<file path="src/rtl/multicycle_control_unit.sv">
// Multi-cycle MIPS control unit: steps each instruction through IF/ID/EXE/MEM/WB
// and drives every datapath select and write-enable from the current state and
// the instruction register opcode.
// Optional build macro CU_ILLEGAL_TRAP_EN: an unknown opcode halts the FSM and
// raises the sticky `illegal` output instead of executing as a NOP.
module multicycle_control_unit #(
    parameter logic [5:0] HALT_OP = 6'b111111
) (
    input  logic       CLK,
    input  logic       Reset,
    input  logic [5:0] op,
    input  logic       zero,
    input  logic       sign,
    output logic       PCWre,
    output logic       IRWre,
    output logic       InsMemRW,
    output logic       ALUSrcA,
    output logic       ALUSrcB,
    output logic       DBDataSrc,
    output logic       RegWre,
    output logic       WrRegDSrc,
    output logic       mRD,
    output logic       mWR,
    output logic [1:0] RegDst,
    output logic [1:0] ExtSel,
    output logic [1:0] PCSrc,
    output logic [2:0] ALUOp,
    output logic [2:0] state
`ifdef CU_ILLEGAL_TRAP_EN
    ,
    output logic       illegal
`endif
);

    localparam logic [5:0] OP_ADD   = 6'b000000;
    localparam logic [5:0] OP_SUB   = 6'b000001;
    localparam logic [5:0] OP_ADDIU = 6'b000010;
    localparam logic [5:0] OP_AND   = 6'b010000;
    localparam logic [5:0] OP_ANDI  = 6'b010001;
    localparam logic [5:0] OP_ORI   = 6'b010010;
    localparam logic [5:0] OP_XORI  = 6'b011100;
    localparam logic [5:0] OP_SLL   = 6'b011000;
    localparam logic [5:0] OP_SLTI  = 6'b100110;
    localparam logic [5:0] OP_SLT   = 6'b100111;
    localparam logic [5:0] OP_SW    = 6'b110000;
    localparam logic [5:0] OP_LW    = 6'b110001;
    localparam logic [5:0] OP_BEQ   = 6'b110100;
    localparam logic [5:0] OP_BNE   = 6'b110101;
    localparam logic [5:0] OP_BLTZ  = 6'b110110;
    localparam logic [5:0] OP_J     = 6'b111000;
    localparam logic [5:0] OP_JR    = 6'b111001;
    localparam logic [5:0] OP_JAL   = 6'b111010;

    typedef enum logic [2:0] {
        S_IF     = 3'b000,
        S_ID     = 3'b001,
        S_EXE_LS = 3'b010,
        S_MEM    = 3'b011,
        S_WB_LD  = 3'b100,
        S_EXE_BR = 3'b101,
        S_EXE_AL = 3'b110,
        S_WB_AL  = 3'b111
    } state_t;

    state_t     state_reg;
    logic       halted_reg;
    logic       illegal_reg;

    logic       is_br, is_ls, is_jmp, is_halt, known, reg_wb;
    logic       src_a, src_b;
    logic [1:0] reg_dst, ext_sel;
    logic [2:0] alu_op;
    logic       br_taken;

    // Opcode decode into instruction class and per-instruction datapath selects
    always_comb begin
        is_br = 1'b0; is_ls = 1'b0; is_jmp = 1'b0; is_halt = 1'b0;
        known = 1'b1; reg_wb = 1'b0; src_a = 1'b0; src_b = 1'b0;
        reg_dst = 2'b00; ext_sel = 2'b10; alu_op = 3'b000;
        case (op)
            OP_ADD:   begin reg_dst = 2'b10; reg_wb = 1'b1; end
            OP_SUB:   begin alu_op = 3'b001; reg_dst = 2'b10; reg_wb = 1'b1; end
            OP_ADDIU: begin src_b = 1'b1; reg_dst = 2'b01; reg_wb = 1'b1; end
            OP_AND:   begin alu_op = 3'b110; reg_dst = 2'b10; reg_wb = 1'b1; end
            OP_ANDI:  begin alu_op = 3'b110; ext_sel = 2'b01; src_b = 1'b1; reg_dst = 2'b01; reg_wb = 1'b1; end
            OP_ORI:   begin alu_op = 3'b101; ext_sel = 2'b01; src_b = 1'b1; reg_dst = 2'b01; reg_wb = 1'b1; end
            OP_XORI:  begin alu_op = 3'b111; ext_sel = 2'b01; src_b = 1'b1; reg_dst = 2'b01; reg_wb = 1'b1; end
            OP_SLL:   begin alu_op = 3'b100; ext_sel = 2'b00; src_a = 1'b1; reg_dst = 2'b10; reg_wb = 1'b1; end
            OP_SLTI:  begin alu_op = 3'b010; src_b = 1'b1; reg_dst = 2'b01; reg_wb = 1'b1; end
            OP_SLT:   begin alu_op = 3'b010; reg_dst = 2'b10; reg_wb = 1'b1; end
            OP_SW:    begin src_b = 1'b1; is_ls = 1'b1; end
            OP_LW:    begin src_b = 1'b1; reg_dst = 2'b01; is_ls = 1'b1; end
            OP_BEQ, OP_BNE: begin alu_op = 3'b001; is_br = 1'b1; end
            OP_BLTZ:  is_br = 1'b1;
            OP_J, OP_JR, OP_JAL: is_jmp = 1'b1;
            default: begin
                if (op == HALT_OP) is_halt = 1'b1;
                else               known   = 1'b0;
            end
        endcase
    end

    assign br_taken = ((op == OP_BEQ) && zero) ||
                      ((op == OP_BNE) && !zero) ||
                      ((op == OP_BLTZ) && sign);

    // State register with halt/illegal flags; reset abandons any instruction in flight
    always_ff @(posedge CLK) begin
        if (!Reset) begin
            state_reg   <= S_IF;
            halted_reg  <= 1'b0;
            illegal_reg <= 1'b0;
        end else begin
            case (state_reg)
                S_IF:     if (!halted_reg) state_reg <= S_ID;
                S_ID: begin
                    if (is_jmp) begin
                        state_reg <= S_IF;
                    end else if (is_halt) begin
                        state_reg  <= S_IF;
                        halted_reg <= 1'b1;
                    end else if (is_br) begin
                        state_reg <= S_EXE_BR;
                    end else if (is_ls) begin
                        state_reg <= S_EXE_LS;
`ifdef CU_ILLEGAL_TRAP_EN
                    end else if (!known) begin
                        state_reg   <= S_IF;
                        halted_reg  <= 1'b1;
                        illegal_reg <= 1'b1;
`endif
                    end else begin
                        state_reg <= S_EXE_AL;
                    end
                end
                S_EXE_AL: state_reg <= S_WB_AL;
                S_EXE_BR: state_reg <= S_IF;
                S_EXE_LS: state_reg <= S_MEM;
                S_MEM:    state_reg <= (op == OP_LW) ? S_WB_LD : S_IF;
                default:  state_reg <= S_IF;
            endcase
        end
    end

    // Output decode is combinational so branch resolution can use this cycle's zero/sign
    // and the enables drop immediately when Reset goes low
    always_comb begin
        PCWre = 1'b0; IRWre = 1'b0; InsMemRW = 1'b0; ALUSrcA = 1'b0; ALUSrcB = 1'b0;
        DBDataSrc = 1'b0; RegWre = 1'b0; WrRegDSrc = 1'b0; mRD = 1'b0; mWR = 1'b0;
        RegDst = 2'b00; ExtSel = 2'b00; PCSrc = 2'b00; ALUOp = 3'b000;
        if (Reset) begin
            if (state_reg != S_IF) begin
                ALUSrcA = src_a; ALUSrcB = src_b; RegDst = reg_dst;
                ExtSel  = ext_sel; ALUOp = alu_op;
            end
            case (state_reg)
                S_IF: if (!halted_reg) begin IRWre = 1'b1; InsMemRW = 1'b1; end
                S_ID: if (is_jmp) begin
                    PCWre = 1'b1;
                    PCSrc = (op == OP_JR) ? 2'b10 : 2'b11;
                    if (op == OP_JAL) RegWre = 1'b1;
                end
                S_EXE_BR: begin PCWre = 1'b1; if (br_taken) PCSrc = 2'b01; end
                S_MEM:    if (op == OP_LW) mRD = 1'b1; else begin mWR = 1'b1; PCWre = 1'b1; end
                S_WB_AL:  begin PCWre = 1'b1; RegWre = reg_wb; WrRegDSrc = 1'b1; end
                S_WB_LD:  begin PCWre = 1'b1; RegWre = 1'b1; DBDataSrc = 1'b1; WrRegDSrc = 1'b1; end
                default: ;
            endcase
        end
    end

    assign state = state_reg;
`ifdef CU_ILLEGAL_TRAP_EN
    assign illegal = illegal_reg;
`endif

endmodule

</file>
<file path="config.mk">
export PLATFORM = sky130hd
export DESIGN_NAME = multicycle_control_unit
export DESIGN_NICKNAME = d
export VERILOG_FILES = /design/src/rtl/multicycle_control_unit.sv
export SDC_FILE = /design/constraint.sdc
export NUM_CORES = 1
export LEC_CHECK = 0
export BUFFER_PORTS_ARGS = -buffer_cell sky130_fd_sc_hd__buf_2
export CAP_MARGIN = 20
export CORE_AREA = 2 2 45 47
export CTS_CLUSTER_DIAMETER = 80
export DETAILED_ROUTE_END_ITERATION = 7
export DIE_AREA = 0 0 47 49
export GPL_ROUTABILITY_DRIVEN = 0
export PLACE_DENSITY_LB_ADDON = 0.3
export SYNTH_ARGS = -nofsm -noshare
export SYNTH_HDL_FRONTEND = slang
export SYNTH_SLANG_ARGS = --single-unit
</file>
<file path="constraint.sdc">
create_clock -name CLK -period 2.5 [get_ports CLK]
set_clock_uncertainty 0.15 [all_clocks]
set_input_delay 0.625 -clock CLK [delete_from_list [all_inputs] [get_ports CLK]]
set_output_delay 0.625 -clock CLK [all_outputs]
set_load 0.01 [all_outputs]
</file>
==> results of run 1 <==
power by group through the flow:
stage	Clock [uW]	Combinational (uW)	Sequential, uW
3_3_place_gp	0	199	86.4
5_1_grt	85.3	279	91.4
3_5_place_dp	0	202	86.7
6_report	77.3	263	89.2
2_1_floorplan	0	130	80.2
4_1_cts	79.3	214	87.2
per-layer routing:
layer | track usage | up-vias | routed length (um)
met5 | 0 | - | 0
met4 | 0.0602 | 0 | 104
li1 | - | 592 | -
met1 | 0.335 | 626 | 1390
met3 | 0.0222 | 14 | 271
met2 | 0.438 | 83 | 1880
kinds of logic (layout without fill, tap and decap cells):
logic type                Yosys count  in the layout  share of synthesized area
AOI/OAI and AO/OA                  30             30                      0.239
xor gates and xnor gates            3              3                     0.0318
buffers and inverters              18             81                      0.112
DFF                                 4              4                     0.0970
muxes                               2              2                     0.0242
and+or+nand+nor                    70             70                      0.495
through the flow:
stage	utilization	total power [uW]	instances	hold WS, ps	setup TNS [ps]
6_report	0.813	430	217	364	-88.0
5_1_grt	0.813	456	217	410	-284
4_1_cts	0.692	380	207	352	-13.0
3_5_place_dp	0.642	289	203	342	-286
3_3_place_gp	0.642	285	203	340	-180
2_1_floorplan	-	210	127	315	0
final cells by class:
cell class / count / area [sq um] / share of cell area
multi-input cells: 105 / 777 / 0.519
well taps: 27 / 33.8 / 0.0226
inverters: 6 / 22.5 / 0.0151
repair buffers: 72 / 556 / 0.371
clock buffers: 3 / 22.5 / 0.0151
flip-flops and latches: 4 / 85.1 / 0.0569
critical path, stage by stage:
cell and delay (ps):
buf_4 150, nand2_2 80, nor3b_4 220, nand4b_1 230, buf_4 210, o221ai_2 140
buf_2 150
cell usage in the layout, fill, tap and decap left out, types with 3 or more instances in the layout:
cell and instances:
buf_4 38, buf_2 25, nor2_1 13, nand2_1 6, a21oi_1 6, nor3_1 6
nand3_1 5, inv_1 5, buf_12 5, nor2b_1 4, nand4_1 4, a31oi_1 4
buf_6 4, nor2_2 3, nand2b_1 3, clkbuf_4 3
cell usage after synthesis, types with 2 or more instances:
cell type / n
o21a_1: 2
mux2i_1: 2
nand2_1: 8
buf_4: 2
nor3b_1: 3
o21ai_1: 2
nor3b_2: 2
a31oi_1: 6
a21oi_1: 7
o22ai_1: 2
xor2_1: 2
nand3_1: 5
nor2_1: 16
nand4b_1: 2
inv_1: 5
o21ai_0: 2
buf_2: 8
nor2b_1: 6
nand4_1: 4
nand2b_1: 5
dfxtp_1: 4
nor3_1: 7
nor4_1: 2
worst max path at each step:
stage                     to  cells past startpoint
floorplan           PCSrc[0]                      7
global placement    PCSrc[0]                      8
detailed placement  PCSrc[0]                      8
CTS                 PCSrc[0]                      8
global route        PCSrc[0]                      8
finish              PCSrc[0]                      7
repair_timing:
action                                  in CTS  in global routing
setup buffers                                1                 11
hold endpoints to repair                     0                  0
endpoints found under the setup margin      10                 10
gates resized for setup                     18                 33
pin swaps                                    5                 12
==> results.ini, run 1 <==
[routing]
final_antenna_net_count = 0
dr.first_iter.drc_count = 65
drt_drc_violations_left = 0
via_per_inst = 6.06
routed_wire_length_per_instance_um = 16.8
wirelength_um = 3640
dr_total_vias = 1315
drt_pre_antenna_iters = 4

[grt]
grt_pass1_wl_um = 4570
grt_max_degree = 13
grt_overflow_total = 0
first_global_vias = 1061
grt_antenna_before_repair = 0
overall_track_demand_over_capacity_in_global_routing = 0.256

[die]
effective_utilization_at_floorplan = 0.448
ioPinCount = 32
die-area_sq_um = 2300
rows = 16
dieHeight_um = 49
floorplan.die.width_um = 47
core-area_sq_um = 1840

[clock_tree]
post_cts_hold_buffer_count = 0
cts_made_buffers = 3
htree_levels = 1
cts_num_sinks = 4
cts.path.max_buffers = 2
clk-insertion-delay-late_ps = 230
cts_root_buf = clkbuf_4
clock_pin_slew_on_the_worst_setup_and_hold_paths_ps = 40
tritoncts = done

[worst_hold_path]
timing.hold.worst_path_depth = 2
holdCritPathClass = flip-flop to flip-flop
min_delay_worst_endpoint = halted_reg
worst_hold_startpoint = halted_reg

[yosys]
number_of_flip_flops_and_latches_in_the_synthesized_netlist = 4
synth-main-ff-cell = dfxtp_1
synth_top_area_share = 0.0970
synthArstFlopShare = 0
synth_top_cell_by_area = dfxtp_1
postSynthAreaPerCell_sq_um = 6.50
synth_area_leaders = dfxtp_1 (9.7%), nor2_1 (7.3%), buf_2 (4.8%)
yosys_warnings = 0
synth.lib_cells_used.distinct = 46
synthCells = 127
ys_seq_area_frac = 0.0970
netlist_area_sq_um = 826
synth_enable_flop_cells = 0
synth_nets = 137

[worst_setup_path]
worst_ep_arrival_time_ps = 1790
required_ps = 1730
crit_path_capture_type = output port
crit_type = input pin to output port
critPathLaunch = op[0]
worst-r2r-setup-slack_ps = 860
r2r_endpoint = state[2]
critPathLaunchType = input pin
r2r.worst_path.cells = 5
crit_path_max_fanout = 7
r2r-start = state[0]

[power]
ir_drop_uv = 491
leakagePower_uw = 0.000711
power_density_nw_per_um2 = 287
power.share.clock = 0.180
seq_power_share = 0.208
netSwitchingPower_uw = 176
power_report.internal_total_uw = 253
combinational_group_share_of_total_power = 0.613
swShare = 0.410

[run]
max_cap_viol = 0

[sta]
hold_viol_final = 0
timing.final.setup_violations = 2
worst-slew-pin-transition_ps = 409
finalCritPeriodShare = 1.03
max_freq_ghz = 0.390
final.setup.worst_slack_ps = -66.7
period_minus_slack_ps = 2570
count_of_pins_over_their_slew_limit = 0
max_slew_margin = 0.727
grt_setup_unrepaired = true

[placement]
dp_slack_ps = -102
dp_hpwl_um = 2080
placedInstanceArea_sq_um = 1180
portBuffers = 31

[layout]
num-nets-final = 202
largest_register_ff_count = 3
num-fill-cells = 124
stdcell_area_sq_um = 1500
n_antenna_cell = 0
drive_gt1_frac = 0.532
syn2layout_area_growth_pct = 81.2

[status]
status = finished with violations
violations = setup timing

Power figures use the tool's default switching activity.
==> run 2, diff against run 1 <==
--- a/config.mk
+++ b/config.mk
@@ -7,11 +7,12 @@
 export LEC_CHECK = 0
 export BUFFER_PORTS_ARGS = -buffer_cell sky130_fd_sc_hd__buf_2
 export CAP_MARGIN = 20
-export CORE_AREA = 2 2 45 47
+export CORE_AREA = 2 2 43 45
 export CTS_CLUSTER_DIAMETER = 80
 export DETAILED_ROUTE_END_ITERATION = 7
-export DIE_AREA = 0 0 47 49
+export DIE_AREA = 0 0 45 47
 export GPL_ROUTABILITY_DRIVEN = 0
+export GPL_TIMING_DRIVEN = 0
 export PLACE_DENSITY_LB_ADDON = 0.3
 export SYNTH_ARGS = -nofsm -noshare
 export SYNTH_HDL_FRONTEND = slang
==> constraint.sdc (replaced) <==
create_clock -name CLK -period 3.07 [get_ports CLK]
set_clock_uncertainty 0.15 [all_clocks]
set_input_delay 0.7675 -clock CLK [delete_from_list [all_inputs] [get_ports CLK]]
set_output_delay 0.7675 -clock CLK [all_outputs]
set_load 0.01 [all_outputs]
==> results.ini, run 2 (synthesized netlist as in run 1, its figures left out) <==
[routing]
routed_wire_length_per_instance_um = 14.1  ; was 16.8 um
via_per_inst = 6.07  ; was 6.06
wirelength_um = 2500  ; was 3640 um
final_antenna_net_count = 0  ; unchanged
drt_drc_violations_left = 0  ; unchanged
dr.first_iter.drc_count = 36  ; was 65
dr_total_vias = 1075  ; was 1315
drt_pre_antenna_iters = 4  ; unchanged

[die]
effective_utilization_at_floorplan = 0.500  ; was 0.448
floorplan.die.width_um = 45  ; was 47 um
dieHeight_um = 47  ; was 49 um
ioPinCount = 32  ; unchanged
core-area_sq_um = 1650  ; was 1840 sq um
die-area_sq_um = 2120  ; was 2300 sq um
rows = 15  ; was 16

[sta]
fin_setup_tns_ps = 0  ; was -88.0 ps
worst-slew-pin-transition_ps = 491  ; was 409 ps
count_of_pins_over_their_slew_limit = 0  ; unchanged
period_minus_slack_ps = 2970
grt_setup_unrepaired = false  ; was true
final.setup.worst_slack_ps = 98.7  ; was -66.7 ps
hold_viol_final = 0  ; unchanged
max_freq_ghz = 0.337
finalCritPeriodShare = 0.968
timing.final.setup_violations = 0  ; was 2
max_slew_margin = 0.672  ; was 0.727

[layout]
num-nets-final = 172  ; was 202
fin_cells = 177  ; was 217
most_frequent_standard_cell_in_the_layout_excluding_fill_and_tap_cells = buf_2  ; was buf_4
largest_register_ff_count = 3  ; unchanged
stdcell_area_sq_um = 1020  ; was 1500 sq um
final_cell_mix = buf_2 (38), nor2_1 (15), nand2_1 (8)  ; was buf_4 (38), buf_2 (25), nor2_1 (13)
drive_gt1_frac = 0.313  ; was 0.532
post-route-util = 0.619  ; was 0.813
n_antenna_cell = 0  ; unchanged
syn2layout_area_growth_pct = 23.8  ; was 81.2%

[grt]
overall_track_demand_over_capacity_in_global_routing = 0.249  ; was 0.256
grt_pass1_wl_um = 4020  ; was 4570 um
grt_antenna_before_repair = 0  ; unchanged
first_global_vias = 973  ; was 1061
grt_max_degree = 11  ; was 13
grt_overflow_total = 0  ; unchanged

[placement]
portBuffers = 30  ; was 31
placedInstanceArea_sq_um = 997  ; was 1180 sq um
dp_hpwl_um = 1890  ; was 2080 um
dp_slack_ps = 131  ; was -102 ps
place_inst = 174  ; was 203

[power]
netSwitchingPower_uw = 118  ; was 176 uW
swShare = 0.417  ; was 0.410
power.share.clock = 0.226  ; was 0.180
leakagePower_uw = 0.000483  ; was 0.000711 uW
combinational_group_share_of_total_power = 0.553  ; was 0.613
power_density_nw_per_um2 = 277  ; was 287 nW/um^2
power_report.internal_total_uw = 165  ; was 253 uW
seq_power_share = 0.221  ; was 0.208
ir_drop_uv = 302  ; was 491 uV

[worst_setup_path]
r2r_endpoint = state[2]  ; unchanged
required_ps = 2150  ; was 1730 ps
worst-r2r-setup-slack_ps = 1590  ; was 860 ps
highest_delay_cell_along_the_critical_path = nor3b_2  ; was nand4b_1
worst-path-stages = 7  ; unchanged
critical_path_buf_inv_count = 3  ; unchanged
critPathMostFrequentCell = buf_2  ; was buf_4
crit_type = input pin to output port  ; unchanged
crit_path_capture_type = output port  ; unchanged
worst_path_largest_cell_delay_ps = 310  ; was 230 ps
r2r-start = state[2]  ; was state[0]
worst_path_dominant_cell_family = compound AO/OA/AOI/OAI gates  ; was simple AND/OR/NAND/NOR gates
critPathLaunchType = input pin  ; unchanged
crit_path_max_fanout = 10  ; was 7
cell_chain_critical_path = buf_2 > buf_2 > nor3b_2 > o21ai_1 > a31oi_1 > o31a_1 > buf_2  ; was buf_4 > nand2_2 > nor3b_4 > nand4b_1 > buf_4 > o221ai_2 > buf_2
r2r.worst_path.cells = 5  ; unchanged
worst_ep_arrival_time_ps = 2050  ; was 1790 ps

[worst_hold_path]
worst_hold_startpoint = halted_reg  ; unchanged
min_delay_worst_endpoint = halted_reg  ; unchanged
holdCritPathClass = flip-flop to flip-flop  ; unchanged
timing.hold.worst_path_depth = 2  ; unchanged

[clock_tree]
cts_made_buffers = 3  ; unchanged
cts_root_buf = clkbuf_4  ; unchanged
clk-insertion-delay-late_ps = 230  ; about the same
htree_levels = 1  ; unchanged
post-cts-setup-buffers = 0  ; was 1
tritoncts = done  ; unchanged
cts.path.max_buffers = 2  ; unchanged
post_cts_hold_buffer_count = 0  ; unchanged
cts_num_sinks = 4  ; unchanged
clock_pin_slew_on_the_worst_setup_and_hold_paths_ps = 30  ; was 40 ps
post_cts_resize_count = 0  ; was 18

[run]
max_cap_viol = 0  ; unchanged

[status]
status = complete, no violations  ; was finished with violations

## run 2: cell count changes in the layout (fill, tap and decap cells not counted), sizes merged
| cell | change |
|---|---|
| buf | -31 |
| clkbuf | +1 |
## run 2: worst max path at each step
stage	startpoint	to	slack [ps]
after floorplan	op[4]	PCSrc[0]	330
after global placement	op[2]	PCWre	140
after detailed placement	op[2]	PCWre	130
after CTS	op[2]	PCWre	120
after global routing	op[3]	ALUOp[0]	0.7
final	op[3]	ALUOp[0]	100
## run 2: through the flow
| stage | hold WS, ps | total power (uW) |
|---|---|---|
| global route | 427 | 306 |
| floorplan | 315 | 171 |
| detailed placement | 369 | 217 |
| global placement | 356 | 213 |
| CTS | 375 | 283 |
| finish | 370 | 283 |
## run 2: cell type report
class | instances | area [sq um]
inverters | 6 | 22.5
repair buffers | 30 | 150
multi-input cells | 105 | 656
well taps | 17 | 21.3
plain buffers | 12 | 70.1
fillers | 166 | 629
clock buffers | 3 | 22.5
flip-flops and latches | 4 | 80.1
## run 2: metal layers
metal | wire, um | share of wire | track usage | vias up
met5 | 0 | 0 | 0 | -
met1 | 1080 | 0.43 | 0.342 | 495
met4 | 0 | 0 | 0.0353 | 0
li1 | - | - | - | 531
met3 | 177 | 0.071 | 0.0500 | 0
met2 | 1240 | 0.50 | 0.411 | 49
## run 2: power by group through the flow
| stage | sequential, uW | combinational, uW | clock [uW] |
|---|---|---|---|
| global placement | 62.8 | 150 | 0 |
| CTS | 62.6 | 154 | 65.7 |
| detailed placement | 63.3 | 153 | 0 |
| global route | 63.3 | 173 | 69.8 |
| floorplan | 65.3 | 106 | 0 |
| finish | 62.5 | 157 | 64.0 |
## run 2: worst register-to-register path: stages, from the launching register on
cell      delay [ps]
dfxtp_1          380
clkbuf_1         340
nor3b_1          130
a21oi_1          160
o21ai_1           90
o211a_1          120
